`config.mk`:
```
export PLATFORM = sky130hd
export DESIGN_NAME = mem_access_unit
export DESIGN_NICKNAME = d
export VERILOG_FILES = /design/src/rtl/mem_access_unit.sv
export SDC_FILE = /design/constraint.sdc
export NUM_CORES = 1
export LEC_CHECK = 0
export CORE_MARGIN = 8
export CORE_UTILIZATION = 50
export CTS_BUF_LIST = sky130_fd_sc_hd__clkbuf_4 sky130_fd_sc_hd__clkbuf_8 sky130_fd_sc_hd__clkbuf_16
export DETAILED_ROUTE_END_ITERATION = 10
export DONT_BUFFER_PORTS = 1
export HOLD_SLACK_MARGIN = 0.03
export MAX_ROUTING_LAYER = met4
export PLACE_DENSITY = 0.64
export SYNTH_ARGS = -nofsm -noshare
export SYNTH_HDL_FRONTEND = slang
export SYNTH_SLANG_ARGS = --single-unit
export TNS_END_PERCENT = 10
```
`constraint.sdc`:
```
create_clock -name clk -period 2.3 [get_ports clk]
set_clock_uncertainty 0.15 [all_clocks]
set_input_delay 0.46 -clock clk [delete_from_list [all_inputs] [get_ports clk]]
set_output_delay 0.46 -clock clk [all_outputs]
set_load 0.02 [all_outputs]
```
`src/rtl/mem_access_unit.sv`:
```
// MEM-stage data-memory access controller: req/ack bus, stall, registered load data.
// Optional MEM_ACCESS_STATS_EN adds LoadCount/StoreCount/StallCycles counters.
module mem_access_unit #(
  parameter int ADDR_W  = 32,
  parameter int DATA_W  = 32,
  parameter int TIMEOUT = 255
) (
  input  logic              clk,
  input  logic              reset_n,
  input  logic              MemRead,
  input  logic              MemWrite,
  input  logic [ADDR_W-1:0] ALUresult,
  input  logic [DATA_W-1:0] WriteData,
  output logic [DATA_W-1:0] ReadData,
  output logic              MemStall,
  output logic              AddrError,
  output logic              AccessError,
  output logic              mem_req,
  output logic              mem_we,
  output logic [ADDR_W-1:0] mem_addr,
  output logic [DATA_W-1:0] mem_wdata,
  input  logic [DATA_W-1:0] mem_rdata,
`ifdef MEM_ACCESS_STATS_EN
  output logic [15:0]       LoadCount,
  output logic [15:0]       StoreCount,
  output logic [15:0]       StallCycles,
`endif
  input  logic              mem_ack
);

  typedef enum logic [1:0] {
    IDLE,
    REQ,
    DONE
  } state_t;

  localparam logic [7:0] TO = 8'(TIMEOUT);

  state_t              state_q, state_d;
  logic [7:0]          cnt_q, cnt_d;
  logic [DATA_W-1:0]   rdata_q, rdata_d;
  logic                req_q, req_d;
  logic                we_q, we_d;
  logic [ADDR_W-1:0]   addr_q, addr_d;
  logic [DATA_W-1:0]   wdata_q, wdata_d;
  logic                aerr_q, aerr_d;
  logic                accerr_q, accerr_d;

  logic       access;
  logic       aligned;
  logic [7:0] cnt_inc;

  assign access  = MemRead | MemWrite;
  assign aligned = (ALUresult[1:0] == 2'b00);
  assign cnt_inc = cnt_q + 8'd1;

  always_ff @(posedge clk) begin
    if (!reset_n) begin
      state_q  <= IDLE;
      cnt_q    <= '0;
      rdata_q  <= '0;
      req_q    <= 1'b0;
      we_q     <= 1'b0;
      addr_q   <= '0;
      wdata_q  <= '0;
      aerr_q   <= 1'b0;
      accerr_q <= 1'b0;
    end else begin
      state_q  <= state_d;
      cnt_q    <= cnt_d;
      rdata_q  <= rdata_d;
      req_q    <= req_d;
      we_q     <= we_d;
      addr_q   <= addr_d;
      wdata_q  <= wdata_d;
      aerr_q   <= aerr_d;
      accerr_q <= accerr_d;
    end
  end

  always_comb begin
    state_d  = state_q;
    cnt_d    = cnt_q;
    rdata_d  = rdata_q;
    req_d    = req_q;
    we_d     = we_q;
    addr_d   = addr_q;
    wdata_d  = wdata_q;
    aerr_d   = 1'b0;
    accerr_d = accerr_q;
    unique case (state_q)
      IDLE: begin
        if (access) begin
          if (aligned) begin
            addr_d  = ALUresult;
            wdata_d = WriteData;
            we_d    = MemWrite;
            req_d   = 1'b1;
            cnt_d   = '0;
            state_d = REQ;
          end else begin
            aerr_d = 1'b1;
          end
        end
      end
      REQ: begin
        // an ack on the timeout cycle still completes the access
        if (mem_ack) begin
          req_d   = 1'b0;
          state_d = DONE;
          if (!we_q) rdata_d = mem_rdata;
        end else if (cnt_inc == TO) begin
          cnt_d    = cnt_inc;
          req_d    = 1'b0;
          accerr_d = 1'b1;
          state_d  = DONE;
        end else begin
          cnt_d = cnt_inc;
        end
      end
      DONE: state_d = IDLE;
      default: state_d = IDLE;
    endcase
  end

  assign MemStall = reset_n &
                    (((state_q == IDLE) & access & aligned) |
                     (state_q == REQ));

  assign ReadData    = rdata_q;
  assign AddrError   = aerr_q;
  assign AccessError = accerr_q;
  assign mem_req     = req_q;
  assign mem_we      = we_q;
  assign mem_addr    = addr_q;
  assign mem_wdata   = wdata_q;

`ifdef MEM_ACCESS_STATS_EN
  logic [15:0] ld_q, st_q, stl_q;
  logic        acked;

  assign acked = (state_q == REQ) & mem_ack;

  always_ff @(posedge clk) begin
    if (!reset_n) begin
      ld_q  <= '0;
      st_q  <= '0;
      stl_q <= '0;
    end else begin
      if (acked & !we_q & (ld_q != 16'hFFFF)) ld_q <= ld_q + 16'd1;
      if (acked & we_q & (st_q != 16'hFFFF)) st_q <= st_q + 16'd1;
      if (MemStall & (stl_q != 16'hFFFF)) stl_q <= stl_q + 16'd1;
    end
  end

  assign LoadCount   = ld_q;
  assign StoreCount  = st_q;
  assign StallCycles = stl_q;
`endif

endmodule

```
==> key figures, run 1 <==
Outcome
  • Outcome: complete, no violations

Detailed routing
  • DRT iter0 DRCs: approximately 150
  • Vias per cell: around 5.3
  • Vias: between 3,000 and 4,000
  • ANT nets after route: 0
  • Drt drc: 0
  • DRT Wirelength: just over 10,000 um
  • DRT Pass-1 Iters: 4
  • Avg WL per Cell: approximately 17 um

Timing
  • Fin. max-slew vios: 0
  • Final hold vios: 0
  • Max Clock Freq: 507 MHz
  • Sum of negative setup slack: 0 ns
  • Worst Max-Slew Pin Slew: between 0.6 and 0.7 ns
  • RSZ-0062 raised after global routing: no
  • Slew headroom: approximately 57%
  • Final hold slack: slightly below 0.08 ns
  • Finish-stage setup viols: 0
  • Tmin final: a little under 2 ns
  • Crit share post-route: roughly 86%

Clock tree
  • Setup bufs post-CTS: 0
  • Clock-pin slew on the worst setup and hold paths: 0.09 ns
  • Max Buffers Root-to-Sink: 2
  • Clock root buffer: clkbuf_8
  • Worst skew pair latency: 0.35 ns
  • Num CTS Buffers: 9
  • CTS tree: done
  • CTS Sinks: 110
  • Hold_buf cts: 0
  • H-tree depth: 3
  • Post-CTS Resized: 0

Global route
  • Overflow after GRT: 0
  • Global-route wire length before repair: roughly 16,000 um
  • Total GRT Usage: about 17%
  • Vias in the first global route: around 3,200
  • Pin count of the biggest net entering global routing: 113
  • Initial antenna violation count: 0

Synthesis
  • Distinct cell type count after synthesis: between 40 and 50
  • Sequential share of the synthesized area: a little over 50%
  • Yosys warnings: 0
  • #FFs+latches synth: between 100 and 150
  • Synth Net Count: 615
  • Post-Syn Instances: 512
  • Mean Syn Cell Area: approximately 8.4 um^2
  • Synthesized area: 4310 um^2

Die
  • Die width: approximately 110 um
  • Placement Rows: 34
  • Chip height: about 110 um
  • Initial core utilization: 50.4%
  • Core ar.: around 8600 um^2
  • Io pins: just over 200
  • Die area: 11,800 um^2

Worst hold path
  • Hold Crit Class: input pin to flop
  • Hold_sp: reset_n

Power and ir drop
  • Peak VDD IR: about 0.32 mV
  • Pwr/cell area: about 730 nW/um^2
  • Leak: 1.54 nW

Critical path
  • Setup crit start: cnt_q[0]$_SDFFE_PN0P_
  • Crit path kind: flop to flop
  • Critical Path End Type: flop
  • Crit path max fanout: 9
  • CP arrival: 2.07 ns
  • Required @ worst endpoint: about 2.4 ns
  • FF-to-FF Start: cnt_q[0]$_SDFFE_PN0P_
  • Startpoint Class: flop

Cells and area
  • Layout cells sized above 1: roughly 5.6%
  • N_diodes: 0
  • Area Overhead vs Synth: 5.64%
  • Fin nets: 598

Flow run
  • Number of max-cap violations: 0

Place
  • Routability cong.: 0.786
  • Dpl hpwl: approximately 7500 um
  • Port Buffers: 0
-- report_power, final --
group	internal (mW)	switching [mW]
sequential	1.97	0.126
combinational	0.0814	0.0982
clock	0.452	0.611
-- path summary, 6_finish.rpt --
path,endpoint,slack (ns),depth (start not counted)
max reg2reg,state_q[0]$_SDFFE_PN0P_,0.33,5
min reg2reg,cnt_q[7]$_SDFFE_PN0P_,0.38,1
max,state_q[0]$_SDFFE_PN0P_,0.33,5
min,AccessError$_SDFFE_PN0P_,0.08,2
-- placed cells by master (no fill, tap or decap), types with 3 or more instances in the layout --
cell type,synthesis,layout
nand3_1,4,4
o21ai_0,6,6
nand3b_1,4,4
a21boi_1,9,9
clkbuf_8,0,11
nor2_1,9,9
nand2_1,200,200
o31ai_1,3,3
buf_4,4,7
and3_1,4,4
a21boi_0,91,91
dfxtp_1,110,110
-- through the flow --
step           utilization, %  setup WS [ns]  total power [mW]  cells  instance area (um^2)
2_1_floorplan               -          0.307              2.29    512                  4310
3_3_place_gp             51.0          0.176              2.31    592                  4360
3_5_place_dp             51.0          0.134              2.32    592                  4360
4_1_cts                  53.2          0.336              3.39    607                  4550
5_1_grt                  53.2          0.184              3.50    607                  4550
6_report                 53.2          0.327              3.34    607                  4550
-- kinds of logic after synthesis --
group	count (synthesis)	synth area share [%]
AOI/OAI and AO/OA	121	20.9
adders and majority gates	2	0.581
and+or+nand+nor	240	23.0
xor gates and xnor gates	1	0.203
DFF	110	51.1
buffers and inverters	38	4.18
-- layout make-up --
type / instances / area (um^2)
clock buffers: 11 / 151
inverters: 1 / 3.75
flip-flops and latches: 110 / 2200
multi-input cells: 364 / 1930
repair buffers: 9 / 92.6
clock inverters: 4 / 32.5
well taps: 108 / 135
fillers: 818 / 4000
-- synthesized netlist by cell type (all sizes together) --
library cell / instances / area [um^2]
a21bo: 1 / 10.0
a21boi: 100 / 751
a21oi: 2 / 10.0
a31oi: 1 / 6.26
and2: 2 / 12.5
and2b: 1 / 7.51
and3: 4 / 25.0
and3b: 1 / 8.76
buf: 12 / 82.6
clkbuf: 25 / 93.8
dfxtp: 110 / 2200
ha: 2 / 25.0
inv: 1 / 3.75
nand2: 200 / 751
nand2b: 2 / 12.5
nand3: 4 / 20.0
nand3b: 4 / 30.0
nand4: 1 / 6.26
nor2: 9 / 33.8
nor2b: 1 / 6.26
nor3: 1 / 5.00
nor3b: 1 / 7.51
nor4: 2 / 12.5
nor4b: 1 / 8.76
o211a: 1 / 10.0
o211ai: 2 / 15.0
o21a: 1 / 7.51
o21ai: 6 / 30.0
o21ba: 1 / 10.0
o22ai: 1 / 6.26
o311a: 1 / 10.0
o31ai: 3 / 22.5
o41a: 1 / 11.3
or2: 1 / 6.26
or3: 2 / 12.5
or3b: 1 / 8.76
or4: 2 / 15.0
xnor2: 1 / 8.76
-- routing by layer --
layer | vias to the layer above | wire length [um] | global-route usage, % | part of all wire [%]
met1 | 1451 | 4210 | 19.3 | 41
met2 | 134 | 4890 | 26.9 | 47
met3 | 8 | 1140 | 6.38 | 11
li1 | 1643 | - | - | -
met5 | - | 0 | - | 0
met4 | 0 | 82 | 5.38 | 0.79
-- registers in the layout, summed over array words and instances (netlist names), 2 cells and up --
name       count
mem_wdata     32
ReadData      32
state_q        2
cnt_q          8
mem_addr      32
-- critical path: stages (launching register included) --
cell and delay (ns):
dfxtp_1 0.48, ha_1 0.27, nand3_1 0.16, nor3_1 0.25, o211ai_1 0.19, o311a_1 0.37
No activity file was read; power rests on OpenSTA's default activity.
==> run 2, diff against run 1 <==
- ABC_CLOCK_PERIOD_IN_PS: unset -> 2300
- CORE_MARGIN: 8 -> unset
- HOLD_SLACK_MARGIN: 0.03 -> 0.1
==> key figures, run 2 (synthesis results as in run 1) <==
Outcome
  • Outcome: complete, no violations (unchanged)

Cells and area
  • Area of the multi-input gates: 1930 um^2 (unchanged)
  • Area Overhead vs Synth: 31.1% (was 5.64%)
  • Fin util: 68.3% (was 53.2%)
  • Commonest non-fill, non-tap cells in the layout: nand2_1, dfxtp_1, dlygate4sd3_1, a21boi_0, clkbuf_8 (was nand2_1, dfxtp_1, a21boi_0, clkbuf_8)
  • Fin nets: 700 (was 598)
  • N_diodes: 0 (unchanged)
  • Layout cells sized above 1: 5.81% (was 5.61%)
  • Fillers: 659 (was 818)
  • Most common cell after layout, fill and taps aside: nand2_1 (unchanged)
  • Storage cell area: 2200 um^2 (about the same)

Clock tree
  • H-tree depth: 3 (unchanged)
  • Worst skew pair latency: 0.36 ns (was 0.35 ns)
  • Clock-pin slew on the worst setup and hold paths: 0.10 ns (was 0.09 ns)
  • Max Buffers Root-to-Sink: 2 (unchanged)
  • Clock root buffer: clkbuf_8 (unchanged)
  • CTS Sinks: 110 (unchanged)
  • Num CTS Buffers: 9 (unchanged)
  • Setup bufs post-CTS: 0 (unchanged)
  • CTS tree: done (unchanged)

Detailed routing
  • Vias per cell: 5.21 (was 5.33)
  • Vias: 3,687 (was 3,236)
  • DRT Pass-1 Iters: 4 (unchanged)
  • Avg WL per Cell: 15.1 um (was 17.0 um)
  • Drt drc: 0 (unchanged)
  • DRT Wirelength: 10,600 um (was 10,300 um)
  • DRT iter0 DRCs: 121 (was 152)
  • ANT nets after route: 0 (unchanged)

Power and ir drop
  • Power share of the clock group: 35.4% (was 31.9%)
  • Switch Pwr: 0.932 mW (was 0.835 mW)
  • Sequential Power Share: 55.2% (was 62.8%)
  • Internal: 2.86 mW (was 2.50 mW)
  • Leak: 2.01 nW (was 1.54 nW)
  • Combinational Power Share: 9.4% (was 5.4%)
  • Peak VDD IR: 0.378 mV (was 0.315 mV)
  • Switching share of total power: 24.6% (was 25.0%)
  • Pwr/cell area: 671 nW/um^2 (was 734 nW/um^2)

Timing
  • Worst Max-Slew Pin Slew: 0.669 ns (was 0.644 ns)
  • RSZ-0062 raised after global routing: no (unchanged)
  • Final hold vios: 0 (unchanged)
  • Crit share post-route: 97.1% (was 85.8%)
  • Fin. max-slew vios: 0 (unchanged)
  • Finish-stage setup viols: 0 (unchanged)
  • Sum of negative setup slack: 0 ns (unchanged)
  • Max Clock Freq: 448 MHz (was 507 MHz)
  • Tmin final: 2.23 ns (was 1.97 ns)
  • Slew headroom: 55.3% (was 56.9%)

Place
  • Dpl hpwl: 6140 um (was 7470 um)
  • Port Buffers: 0 (unchanged)
  • Routability cong.: 0.771 (was 0.786)

Flow run
  • Number of max-cap violations: 0 (unchanged)

Global route
  • GR Util met2: 39.8% (was 26.9%)
  • Pin count of the biggest net entering global routing: 106 (was 113)
  • Initial antenna violation count: 0 (unchanged)
  • Overflow after GRT: 0 (unchanged)
  • Total GRT Usage: 23.5% (was 16.9%)
  • Global-route wire length before repair: 16,200 um (was 15,700 um)
  • Busiest grt layer: met2 (unchanged)
  • Grt met3 use: 5.56% (was 6.38%)
  • Vias in the first global route: 3,515 (was 3,202)
  • Met1 Use GR: 26.8% (was 19.3%)

Critical path
  • Startpoint Class: flop (unchanged)
  • CP arrival: 2.34 ns (was 2.07 ns)
  • Register-to-register setup slack: 0.07 ns (was 0.33 ns)
  • Required @ worst endpoint: 2.41 ns (was 2.39 ns)
  • Critical Path End Type: flop (unchanged)
  • Crit path kind: flop to flop (unchanged)
  • Crit path max fanout: 37 (was 9)

Die
  • Io pins: 202 (unchanged)
  • Chip height: 94.8 um (was 109 um)
  • Placement Rows: 33 (was 34)
  • Die width: 94.8 um (was 109 um)
  • Core ar.: 8260 um^2 (was 8550 um^2)
  • Die area: 8990 um^2 (was 11,800 um^2)
  • Initial core utilization: 52.1% (was 50.4%)

Worst hold path
  • Hold Crit Class: input pin to flop (unchanged)
[run 2: area by class of cell]
type,instances,share of cell area (%)
flip-flops and latches,110,39.1
well taps,105,2.33
multi-input cells,364,34.2
clock buffers,11,2.68
repair buffers,111,20.1
clock inverters,5,1.53
inverters,1,0.0665
[run 2: what timing repair did]
| item | CTS | global route |
|---|---|---|
| hold buffers | 98 | 1 |
| setup endpoints to repair | 0 | 1 |
| hold endpoints to repair | 108 | 1 |
| resized for setup | 0 | 2 |
[run 2: worst max-delay path, stage by stage (launching register included)]
cell and delay (ns):
dfxtp_2 0.36, or4_2 0.72, buf_12 0.21, nand2_1 0.08, a21boi_1 0.06, dlygate4sd3_1 0.54
[run 2: layer usage]
layer	wire, um	vias up
met3	777	19
met2	5240	131
met4	210	0
met1	4410	1693
met5	0	-
li1	-	1844
[run 2: power by group through the flow]
stage               combinational (mW)  sequential (mW)  clock [mW]
finish                           0.355             2.09        1.34
global route                     0.391             2.10        1.46
CTS                              0.349             2.09        1.38
detailed placement               0.188             2.14           0
global placement                 0.180             2.14           0
floorplan                        0.169             2.12           0
[run 2: worst paths after layout]
path                           start                       end  cells after the start
max          state_q[1]$_SDFFE_PN0P_  mem_addr[2]$_SDFFE_PN0P_                      5
min                          reset_n  mem_addr[8]$_SDFFE_PN0P_                      1
max reg2reg  state_q[1]$_SDFFE_PN0P_  mem_addr[2]$_SDFFE_PN0P_                      5
min reg2reg  state_q[0]$_SDFFE_PN0P_      AddrError$_SDFF_PN0_                      1
[run 2: stage by stage]
| step | cell area [um^2] | cells | setup WS (ns) | power [mW] | hold slack [ns] |
|---|---|---|---|---|---|
| floorplan | 4310 | 512 | 0.307 | 2.29 | 0.332 |
| global placement | 4400 | 592 | 0.166 | 2.32 | 0.348 |
| detailed placement | 4400 | 592 | 0.156 | 2.33 | 0.359 |
| CTS | 5630 | 706 | 0.0506 | 3.82 | 0.100 |
| global route | 5640 | 707 | 0.00649 | 3.95 | 0.109 |
| finish | 5640 | 707 | 0.0662 | 3.79 | 0.108 |
